$ cat src/rtl/ps2_key_event_decoder.sv
// Set-2 scan-code decoder feeding a first-word-fall-through event FIFO.
// Latency: an event is visible on evt_* one cycle after the edge that samples its final byte.
// Backpressure: the FIFO pops only on evt_valid & evt_ready. A push into a full FIFO drops the event and sets the sticky overflow flag.
// Optional build macro PS2_REPEAT_FILTER_EN suppresses typematic make repeats.

// Generic synchronous FIFO. Head entry is read straight from registered storage.
// Latency: a write is visible on rd_dat/rd_vld the cycle after the write edge.
// Backpressure: wr_rdy drops when full, unless a pop happens in the same cycle.
module sync_fifo #(
  parameter int WIDTH  = 10,
  parameter int DEPTH  = 8,
  parameter int ADDR_W = 3
) (
  input  logic              clock,
  input  logic              resetn,
  input  logic              wr_vld,
  input  logic [WIDTH-1:0]  wr_dat,
  output logic              wr_rdy,
  output logic              rd_vld,
  input  logic              rd_rdy,
  output logic [WIDTH-1:0]  rd_dat,
  output logic [ADDR_W:0]   count
);

  localparam logic [ADDR_W:0] DEPTH_CNT = (ADDR_W + 1)'(DEPTH);

  logic [WIDTH-1:0]  mem_q [DEPTH];
  logic [ADDR_W-1:0] wr_ptr_q;
  logic [ADDR_W-1:0] rd_ptr_q;
  logic [ADDR_W:0]   count_q;
  logic              full;
  logic              push;
  logic              pop;

  // Status and handshake. A pop on a full FIFO frees the slot for the same-cycle push.
  always_comb begin
    full   = (count_q == DEPTH_CNT);
    rd_vld = (count_q != '0);
    pop    = rd_vld & rd_rdy;
    wr_rdy = ~full | pop;
    push   = wr_vld & wr_rdy;
    rd_dat = mem_q[rd_ptr_q];
    count  = count_q;
  end

  // Storage, pointers and occupancy. Storage is cleared so the head reads zero after reset.
  always_ff @(posedge clock) begin
    if (!resetn) begin
      for (int i = 0; i < DEPTH; i++) mem_q[i] <= '0;
      wr_ptr_q <= '0;
      rd_ptr_q <= '0;
      count_q  <= '0;
    end else begin
      if (push) begin
        mem_q[wr_ptr_q] <= wr_dat;
        wr_ptr_q        <= wr_ptr_q + 1'b1;
      end
      if (pop) rd_ptr_q <= rd_ptr_q + 1'b1;
      case ({push, pop})
        2'b10:   count_q <= count_q + 1'b1;
        2'b01:   count_q <= count_q - 1'b1;
        default: count_q <= count_q;
      endcase
    end
  end

endmodule

// Decodes E0/F0/E1 prefixed set-2 scan codes into {ext, brk, code} events.
// Latency: one cycle from the final byte strobe to evt_valid.
// Backpressure: holds events until evt_ready. A full FIFO drops new events and sets overflow.
module ps2_key_event_decoder #(
  parameter int FIFO_DEPTH = 8,
  parameter int ADDR_W     = 3
) (
  input  logic              clock,
  input  logic              resetn,
  input  logic              ps2_key_pressed,
  input  logic [7:0]        ps2_key_data,
  output logic              evt_valid,
  input  logic              evt_ready,
  output logic [7:0]        evt_code,
  output logic              evt_ext,
  output logic              evt_break,
  output logic [ADDR_W:0]   evt_count,
  output logic              overflow,
  input  logic              clear_ovf
);

  typedef enum logic [1:0] {
    ST_IDLE,
    ST_EXT,
    ST_BRK,
    ST_SKIP
  } state_t;

  typedef struct packed {
    logic       ext;
    logic       brk;
    logic [7:0] code;
  } evt_t;

  state_t     state_q, state_d;
  logic       ext_q, ext_d;
  logic [2:0] skip_q, skip_d;

  logic       dec_vld;
  evt_t       dec_evt;
  logic       push_vld;
  logic       push_rdy;
  evt_t       head;
  logic       ovf_q;

  // Decode state register. Any partial prefix sequence is lost on reset.
  always_ff @(posedge clock) begin
    if (!resetn) begin
      state_q <= ST_IDLE;
      ext_q   <= 1'b0;
      skip_q  <= '0;
    end else begin
      state_q <= state_d;
      ext_q   <= ext_d;
      skip_q  <= skip_d;
    end
  end

  // Next-state logic and event generation. Only strobed bytes advance the decoder.
  always_comb begin
    state_d      = state_q;
    ext_d        = ext_q;
    skip_d       = skip_q;
    dec_vld      = 1'b0;
    dec_evt.ext  = 1'b0;
    dec_evt.brk  = 1'b0;
    dec_evt.code = ps2_key_data;
    if (ps2_key_pressed) begin
      case (state_q)
        ST_IDLE: begin
          case (ps2_key_data)
            8'hE0: begin
              state_d = ST_EXT;
              ext_d   = 1'b1;
            end
            8'hF0: begin
              state_d = ST_BRK;
              ext_d   = 1'b0;
            end
            8'hE1: begin
              state_d = ST_SKIP;
              skip_d  = 3'd7;
            end
            // Keyboard status/ack/error bytes carry no key information.
            8'hAA, 8'hFA, 8'hFE, 8'hEE, 8'h00, 8'hFF: begin
              state_d = ST_IDLE;
            end
            default: begin
              dec_vld = 1'b1;
            end
          endcase
        end
        ST_EXT: begin
          case (ps2_key_data)
            8'hF0: begin
              state_d = ST_BRK;
              ext_d   = 1'b1;
            end
            8'hE0: begin
              state_d = ST_EXT;
            end
            default: begin
              dec_vld     = 1'b1;
              dec_evt.ext = 1'b1;
              state_d     = ST_IDLE;
              ext_d       = 1'b0;
            end
          endcase
        end
        ST_BRK: begin
          // A prefix after F0 is malformed: drop the whole sequence.
          if (ps2_key_data != 8'hE0 && ps2_key_data != 8'hF0) begin
            dec_vld     = 1'b1;
            dec_evt.ext = ext_q;
            dec_evt.brk = 1'b1;
          end
          state_d = ST_IDLE;
          ext_d   = 1'b0;
        end
        ST_SKIP: begin
          // Pause is E1 followed by seven fixed bytes; report it once as extended 77.
          if (skip_q == 3'd1) begin
            dec_vld      = 1'b1;
            dec_evt.ext  = 1'b1;
            dec_evt.code = 8'h77;
            state_d      = ST_IDLE;
            skip_d       = '0;
          end else begin
            skip_d = skip_q - 3'd1;
          end
        end
        default: begin
          state_d = ST_IDLE;
          ext_d   = 1'b0;
          skip_d  = '0;
        end
      endcase
    end
  end

`ifdef PS2_REPEAT_FILTER_EN
  logic [8:0] last_make_q;
  logic       held_q;
  logic       key_match;

  // Typematic filter: a repeated make of the key still held is not queued.
  always_comb begin
    key_match = (last_make_q == {dec_evt.ext, dec_evt.code});
    push_vld  = dec_vld & ~(~dec_evt.brk & held_q & key_match);
  end

  // Track the most recent make and whether that key is still down.
  always_ff @(posedge clock) begin
    if (!resetn) begin
      last_make_q <= '0;
      held_q      <= 1'b0;
    end else if (dec_vld) begin
      if (!dec_evt.brk) begin
        if (!(held_q && key_match)) begin
          last_make_q <= {dec_evt.ext, dec_evt.code};
          held_q      <= 1'b1;
        end
      end else if (key_match) begin
        held_q <= 1'b0;
      end
    end
  end
`else
  assign push_vld = dec_vld;
`endif

  sync_fifo #(
    .WIDTH  ($bits(evt_t)),
    .DEPTH  (FIFO_DEPTH),
    .ADDR_W (ADDR_W)
  ) u_evt_fifo (
    .clock  (clock),
    .resetn (resetn),
    .wr_vld (push_vld),
    .wr_dat (dec_evt),
    .wr_rdy (push_rdy),
    .rd_vld (evt_valid),
    .rd_rdy (evt_ready),
    .rd_dat (head),
    .count  (evt_count)
  );

  // Present the FIFO head as the current event.
  always_comb begin
    evt_code  = head.code;
    evt_ext   = head.ext;
    evt_break = head.brk;
    overflow  = ovf_q;
  end

  // Sticky drop flag. A new drop takes priority over a clear in the same cycle.
  always_ff @(posedge clock) begin
    if (!resetn) begin
      ovf_q <= 1'b0;
    end else if (push_vld && !push_rdy) begin
      ovf_q <= 1'b1;
    end else if (clear_ovf) begin
      ovf_q <= 1'b0;
    end
  end

endmodule

$ cat config.mk
export PLATFORM = sky130hd
export DESIGN_NAME = ps2_key_event_decoder
export DESIGN_NICKNAME = d
export VERILOG_FILES = /design/src/rtl/ps2_key_event_decoder.sv
export SDC_FILE = /design/constraint.sdc
export NUM_CORES = 1
export LEC_CHECK = 0
export BUFFER_PORTS_ARGS = -buffer_cell sky130_fd_sc_hd__buf_2
export CAP_MARGIN = 25
export CORE_MARGIN = 3
export CORE_UTILIZATION = 40
export DETAILED_ROUTE_END_ITERATION = 12
export PLACE_DENSITY = 0.55
export SLEW_MARGIN = 20
export SYNTH_ARGS = -nofsm -noshare
export SYNTH_HDL_FRONTEND = slang
export SYNTH_HIERARCHICAL = 1
export SYNTH_SLANG_ARGS = --single-unit
export TNS_END_PERCENT = 50
$ cat constraint.sdc
create_clock -name clock -period 5.8 [get_ports clock]
set_input_delay 1.74 -clock clock [delete_from_list [all_inputs] [get_ports clock]]
set_output_delay 1.74 -clock clock [all_outputs]
set_load 0.005 [all_outputs]
==> impl_results.md, run 1 <==
* Crit end category: register
* Leakage power at 2.14 nW
* Ys Warns at 6
* Hold path startpoint: overflow
* Setup TNS at 0 ns
* Width of the die at 119 µm
* Largest stage delay on the critical path at 0.70 ns
* Initial core utilization at 41.8%
* Core area at 12200 µm²
* R2r setup slk at 2.51 ns
* Die area at 14100 µm²
* Largest net degree at the start of global routing at 24
* CP Capture Point: u_evt_fifo/mem_q[4][7]
* GRT Resource Usage Total at 15.6%
* Cell chain of the critical path: buf_2, xnor2_1, nor3_1, a21oi_1, nand2_1, o21ai_1, o21ai_2, nor4_2, buf_4, nand2b_1
* Worst flop-to-flop path startpoint: state_q[0]
* Via count at 3073
* ANT nets after route at 0
* Final setup viols at 0
* Row count at 40
* Max Cap Viol at 0
* Clock buffer depth at 2
* Initial antenna violation count at 0
* Hold-fix buffers at CTS at 0
* PwrDens at 325 nW/µm²
* Critical Path AT at 4.53 ns
* Mapped Nets at 423
* Die Ht at 119 µm
* Slowest CP cell: o21ai_1
* WL per Instance at 17.5 µm
* Clk_lat worst skew at 0.33 ns
* RSZ-0062 raised after global routing: false
* Slew HR at 41.0%
* DRT Pass-1 Iters at 4
* Worst-margin pin slew at 0.879 ns
* First-pass GRT wire length at 17000 µm
* GRT overflow at 0
* Dpl cells at 589
* Top FF cell, synth: edfxtp_1
* Internal power at 1.36 mW
* R2r endpoint: u_evt_fifo/mem_q[4][7]
* HPWL after DPL at 7340 µm
* DRC at 0
* CP max FO at 11
* TritonCTS buffer count at 9
* WP buf/inv at 2
* Fin. Hold Viols at 0
* Ant. Diodes at 0
* Finished Layout Cells at 604
* Mapped Cells at 399
* CTS root buffer: clkbuf_16
* Startpoint types: input port
* IO Pins at 29
* Status: finished, final reports clean
* Synth top area share at 47.1%
* Gate power share at 21.8%
* Layout area overhead at 12.4%
* IO Port Bufs at 28
* Worst-case clock skew at 0.00548 ns
* Largest cells by area after synthesis: edfxtp_1 (47%), and2_1 (10%), mux4_2 (8.8%)
* Fin crit period at 4.55 ns
* Share of layout cells above drive strength 1 at 22.7%
* Final #Nets at 456
* Register area share after synthesis at 55.0%
* CTS HTree Levels at 3
* Initial drt markers at 183
* Worst hold-check path type: register to register
* Reg2Reg Depth at 8
* Total net switching power at 0.500 mW
* Post-synth EDFFs at 80
* Worst-case vdd ir drop at 171 µV
* Switch share at 26.9%
* Period utilization at 78.4%
* Max Transition Viols Final at 0
* Post-CTS Setup Inserts at 0
* Clock share of power at 30.8%
* Distinct cells, synth at 50
* Mapped cell area at 5100 µm²
* Post-synth top area cell: edfxtp_1
* Post-synth ARST share at 0%
* Vias in the first global route at 3124
* Clk sink count at 100
* Crit path depth at 10
* Smallest hold slack at 0.497 ns
* Final Wtd Congestion at 0.766
* Crit Path Class: input port to register
* Critical path's top delay family: compound AO/OA/AOI/OAI gates
* Seq cells post-synth at 100
* Synthesized area per cell at 12.8 µm²
* FMAX at 220 MHz
* Clk slew on worst S/H paths at 0.06 ns
* Critical Path RT at 5.78 ns
* WL final at 10600 µm
* CTS tree: built
* Via density at 5.09
* CP startpoint: ps2_key_data[0]
* Share of power burned in registers at 47.3%
* Post-CTS Resized at 0
power groups by stage:
stage	Clock, mW	Combinational (mW)	Sequential [mW]
6_report	0.574	0.406	0.881
3_3_place_gp	0	0.401	0.902
3_5_place_dp	0	0.415	0.897
2_1_floorplan	0	0.307	0.872
4_1_cts	0.590	0.417	0.882
5_1_grt	0.617	0.454	0.889
cell families (layout without fill, tap and decap cells):
kind of cell / Yosys count / in the layout / share of synthesized area (%)
and+or+nand+nor: 175 / 175 / 20.6
buffers and inverters: 31 / 68 / 2.87
AOI/OAI and AO/OA: 41 / 41 / 5.64
adders and majority gates: 11 / 11 / 2.85
muxes: 35 / 35 / 12.0
xor gates and xnor gates: 6 / 6 / 1.03
DFF: 100 / 100 / 55.0
cell usage after synthesis (all sizes together), types with 8 or more instances:
master	instances
a21oi	8
and2	82
buf	10
clkbuf	8
dfxtp	20
edfxtp	80
ha	10
inv	13
mux2	10
mux4	20
nand2	13
nand2b	12
nand3	9
nor2	21
nor3	11
o21ai	17
routing by layer:
layer  vias to the layer above  wire length, µm  global-route usage (%)
met3                         7              391                    2.28
met1                      1488             4800                    20.9
met2                        54             5270                    26.3
met5                         -                0                       0
li1                       1524                -                       -
met4                         0              125                    5.00
worst min path at each step:
stage                            to  slack (ns)  cells past startpoint
final                      overflow        0.50                      1
after global routing       overflow        0.53                      1
after CTS                  overflow        0.50                      1
after detailed placement   overflow        0.48                      1
after global placement    skip_q[1]        0.48                      2
after floorplan           skip_q[1]        0.46                      2
cell usage in the layout (no fill, tap or decap), types with 2 or more instances in the layout:
cell       count
and2_1        82
edfxtp_1      80
buf_2         28
nor2_1        21
dfxtp_1       20
mux4_2        20
o21ai_0       14
inv_1         13
nand2_1       13
nand2b_1      12
buf_4         11
ha_1          10
mux2_2        10
nand3_1        9
clkbuf_16      9
a21oi_1        8
nor3_1         7
mux2i_1        5
or3_1          4
nor3_2         4
nand4_1        4
xnor2_1        4
or2_2          4
a211oi_1       3
nor4_1         2
nand3b_1       2
a31o_1         2
o21ai_1        2
a31oi_1        2
o211ai_1       2
clkinv_2       2
clkinv_1       2
nor4_2         2
xor2_1         2
o311a_1        2
through the flow:
stage	utilization, %	instance area (µm²)	power, mW	worst slack, ns
after detailed placement	44.6	5450	1.31	0.903
after floorplan	-	5100	1.18	1.19
final	46.9	5730	1.86	1.25
after global routing	46.9	5730	1.96	0.901
after CTS	46.9	5730	1.89	1.26
after global placement	44.5	5430	1.30	1.02
registers in the layout, indices dropped and copies added, names as in the netlist, named ones only:
register             flops
u_evt_fifo/count         4
state_q                  2
u_evt_fifo/wr_ptr_q      3
u_evt_fifo/rd_ptr_q      3
overflow                 1
ext_q                    1
skip_q                   3
u_evt_fifo/mem_q        80
area by class of cell:
| class | instances | area, µm² |
|---|---|---|
| Clock buffer | 9 | 225 |
| Clock inverter | 6 | 56.3 |
| Fill cell | 1119 | 6480 |
| Inverter | 13 | 48.8 |
| Multi-Input combinational cell | 268 | 2150 |
| Sequential cell | 100 | 2800 |
| Tap cell | 168 | 210 |
| Timing Repair Buffer | 40 | 238 |
Power figures use the tool's default switching activity.
==> run 2: changes to the inputs <==
--- a/config.mk
+++ b/config.mk
@@ -5,6 +5,7 @@
 export SDC_FILE = /design/constraint.sdc
 export NUM_CORES = 1
 export LEC_CHECK = 0
+export ABC_AREA = 1
 export BUFFER_PORTS_ARGS = -buffer_cell sky130_fd_sc_hd__buf_2
 export CAP_MARGIN = 25
 export CORE_MARGIN = 3
==> constraint.sdc (replaced) <==
create_clock -name clock -period 4.4 [get_ports clock]
set_input_delay 1.32 -clock clock [delete_from_list [all_inputs] [get_ports clock]]
set_output_delay 1.32 -clock clock [all_outputs]
set_load 0.005 [all_outputs]
==> impl_results.md, run 2 <==
* Synth top area share at 48.0% (+0.92 points)
* CTS tree: built
* Die Ht at 118 µm (-0.91%)
* Synthesized area per cell at 9.23 µm² (-28%)
* Worst-case clock skew at 0.00784 ns (+0.00236 ns)
* Top FF cell, synth: edfxtp_1
* Critical Path AT at 3.40 ns (-1.13 ns)
* Pre-CTS setup slack at 0.629 ns (-0.275 ns)
* Row count at 40 (unchanged)
* Startpoint types: input port
* Finished Layout Cells at 737 (+22%)
* Initial core utilization at 41.3% (-0.46 points)
* FMAX at 291 MHz
* CP max FO at 11 (unchanged)
* Slowest CP cell: nand2_1
* Layout area overhead at 11.3%
* Mapped Cells at 542 (+36%)
* Crit end category: register
* DRT Pass-1 Iters at 4 (unchanged)
* DRC at 0 (unchanged)
* Max reg flops at 80 (unchanged)
* WL final at 11100 µm (+4.9%)
* # fillers at 1227 (+9.7%)
* Clk_lat worst skew at 0.34 ns (about the same)
* Crit Path Class: input port to register
* Critical path's top delay family: simple AND/OR/NAND/NOR gates
* Vias in the first global route at 3714 (+19%)
* First-pass GRT wire length at 18700 µm (+9.6%)
* Max Transition Viols Final at 0 (unchanged)
* Largest net degree at the start of global routing at 41 (+71%)
* Final #Nets at 589 (+29%)
* Mapped cell area at 5000 µm² (-1.9%)
* Post-synth ARST share at 0% (unchanged)
* Ant. Diodes at 0 (unchanged)
* IO Port Bufs at 28 (unchanged)
* Final Util at 46.0% (-0.96 points)
* Setup TNS at 0 ns (unchanged)
* Dpl cells at 721 (+22%)
* Initial antenna violation count at 0 (unchanged)
* Largest cells by area after synthesis: edfxtp_1 (48%), nor2_1 (9.5%), dfxtp_1 (8.0%)
* Fin. Hold Viols at 0 (unchanged)
* CTS HTree Levels at 3 (unchanged)
* Max Cap Viol at 0 (unchanged)
* Most frequent cells in the layout: nor2_1 (126), nand2_1 (99), edfxtp_1 (80)
* Initial drt markers at 231 (+26%)
* Post-route setup slack at 0.968 ns (-0.283 ns)
* Via count at 3627 (+18%)
* RSZ-0062 raised after global routing: false
* Synth cell count leaders: nor2_1 (126), nand2_1 (99), edfxtp_1 (80)
* Width of the die at 118 µm (-0.91%)
* Via density at 4.92 (-3.3%)
* Commonest non-fill, non-tap cell in the layout: nor2_1
* Register area share after synthesis at 56.0% (+1.1 points)
* Clk slew on worst S/H paths at 0.07 ns (about the same)
* Critical path's most frequent cell: nand2_1
* Slew HR at 53.8% (+13 points)
* Worst-margin pin slew at 0.692 ns (-0.188 ns)
* Final Wtd Congestion at 0.780 (+1.9%)
* Core area at 12100 µm² (-0.82%)
* Clock buffer depth at 2 (unchanged)
* Largest stage delay on the critical path at 0.45 ns (-0.25 ns)
* Final setup viols at 0 (unchanged)
* GRT Resource Usage Total at 16.6% (+0.98 points)
* ANT nets after route at 0 (unchanged)
* HPWL after DPL at 7820 µm (+6.6%)
* Ys Warns at 6 (unchanged)
* Seq cells post-synth at 100 (unchanged)
* PwrDens at 474 nW/µm² (+46%)
* Status: finished, final reports clean
* Die area at 13900 µm² (-1.8%)
* Hold-fix buffers at CTS at 0 (unchanged)
* GRT overflow at 0 (unchanged)
* Seq. cell area at 2800 µm² (unchanged)
* IO Pins at 29 (unchanged)
* Leakage power at 2.33 nW (+8.7%)
* Count leader, synth: nor2_1
* Distinct cells, synth at 30 (-40%)
* Cell chain of the critical path: buf_2, inv_1, nand2_1, nor2_4, nand2_1, a21oi_2, nand2_1, nand2_2, nand2_2, nand2_4, nor2_4, nand3_1, nand2_1
* Biggest register: u_evt_fifo/mem_q
* TritonCTS buffer count at 9 (unchanged)
* Mapped Nets at 566 (+34%)
* Post-synth EDFFs at 80 (unchanged)
* CTS root buffer: clkbuf_16
* Period utilization at 78.0%
* Critical Path RT at 4.37 ns (-1.41 ns)
* Post-CTS Setup Inserts at 0 (unchanged)
* Worst hold-check path type: register to register
* WL per Instance at 15.1 µm (-14%)
* Post-synth top area cell: edfxtp_1
* Post-CTS Resized at 0 (unchanged)
* WP buf/inv at 2 (unchanged)
* Clk sink count at 100 (unchanged)
* Fin crit period at 3.43 ns
* Area of the multi-input gates at 1900 µm² (-12%)
* Worst-case vdd ir drop at 248 µV (+45%)
* Share of layout cells above drive strength 1 at 13.0% (-9.7 points)
[run 2: changes by cell type after synthesis, moves of 9 or more]
cell,change
o21ai_0,+14
nor2_1,+105
nand2_2,+9
nand2_1,+86
mux4_2,-20
and2_1,-82
o22ai_1,+20
nand2b_1,-12
a21oi_1,+10
inv_1,+35
mux2i_1,+15
nand3_1,+10
mux2_2,-10
[run 2: per-layer routing]
| layer | part of all wire [%] | GRT usage (%) | vias up |
|---|---|---|---|
| met1 | 47 | 22.0 | 1710 |
| met4 | 1.6 | 5.64 | 0 |
| met3 | 2.8 | 2.26 | 14 |
| met2 | 49 | 28.2 | 59 |
| li1 | - | - | 1844 |
| met5 | 0 | 0 | - |
[run 2: path summary, 6_finish.rpt]
check / startpoint / endpoint / slack [ns] / cells past startpoint
setup reg to reg: state_q[1] / u_evt_fifo/mem_q[2][6] / 1.63 / 11
hold / removal: ext_q / ext_q / 0.46 / 2
hold reg to reg: ext_q / ext_q / 0.46 / 2
setup / recovery: ps2_key_data[0] / u_evt_fifo/mem_q[2][6] / 0.97 / 13
[run 2: power by group]
part | internal, mW | switching, mW
logic | 0.272 | 0.446
clock network | 0.394 | 0.362
registers | 1.10 | 0.0638
total | 1.77 | 0.872
[run 2: cell families (layout without fill, tap and decap cells)]
logic type | count (synthesis) | in the layout | synth area share (%)
and+or+nand+nor | 269 | 269 | 23.0
DFF | 100 | 100 | 56.0
buffers and inverters | 71 | 98 | 6.05
AOI/OAI and AO/OA | 70 | 70 | 7.81
muxes | 20 | 20 | 4.00
adders and majority gates | 11 | 11 | 2.90
xor gates and xnor gates | 1 | 1 | 0.175
[run 2: tightest hold or removal path, delay by kind of cell (launching register included)]
kind,cells,cell delay [ns]
DFF,1,0.30
buffers and inverters,1,0.06
AOI/OAI and AO/OA,1,0.06
[run 2: area by class of cell]
type / instances / share of cell area, %
clock buffer: 9 / 4.04
clock inverter: 6 / 1.03
multi-input combinational: 371 / 34.0
sequential: 100 / 50.3
tap: 168 / 3.78
timing repair buffer: 34 / 3.46
inverter: 49 / 3.30
[run 2: stage by stage]
stage | power [mW] | hold slack, ns | area (µm²)
after global routing | 2.80 | 0.487 | 5570
final | 2.64 | 0.461 | 5570
after floorplan | 1.67 | 0.429 | 5000
after detailed placement | 1.90 | 0.452 | 5270
after CTS | 2.65 | 0.464 | 5550
after global placement | 1.88 | 0.447 | 5270
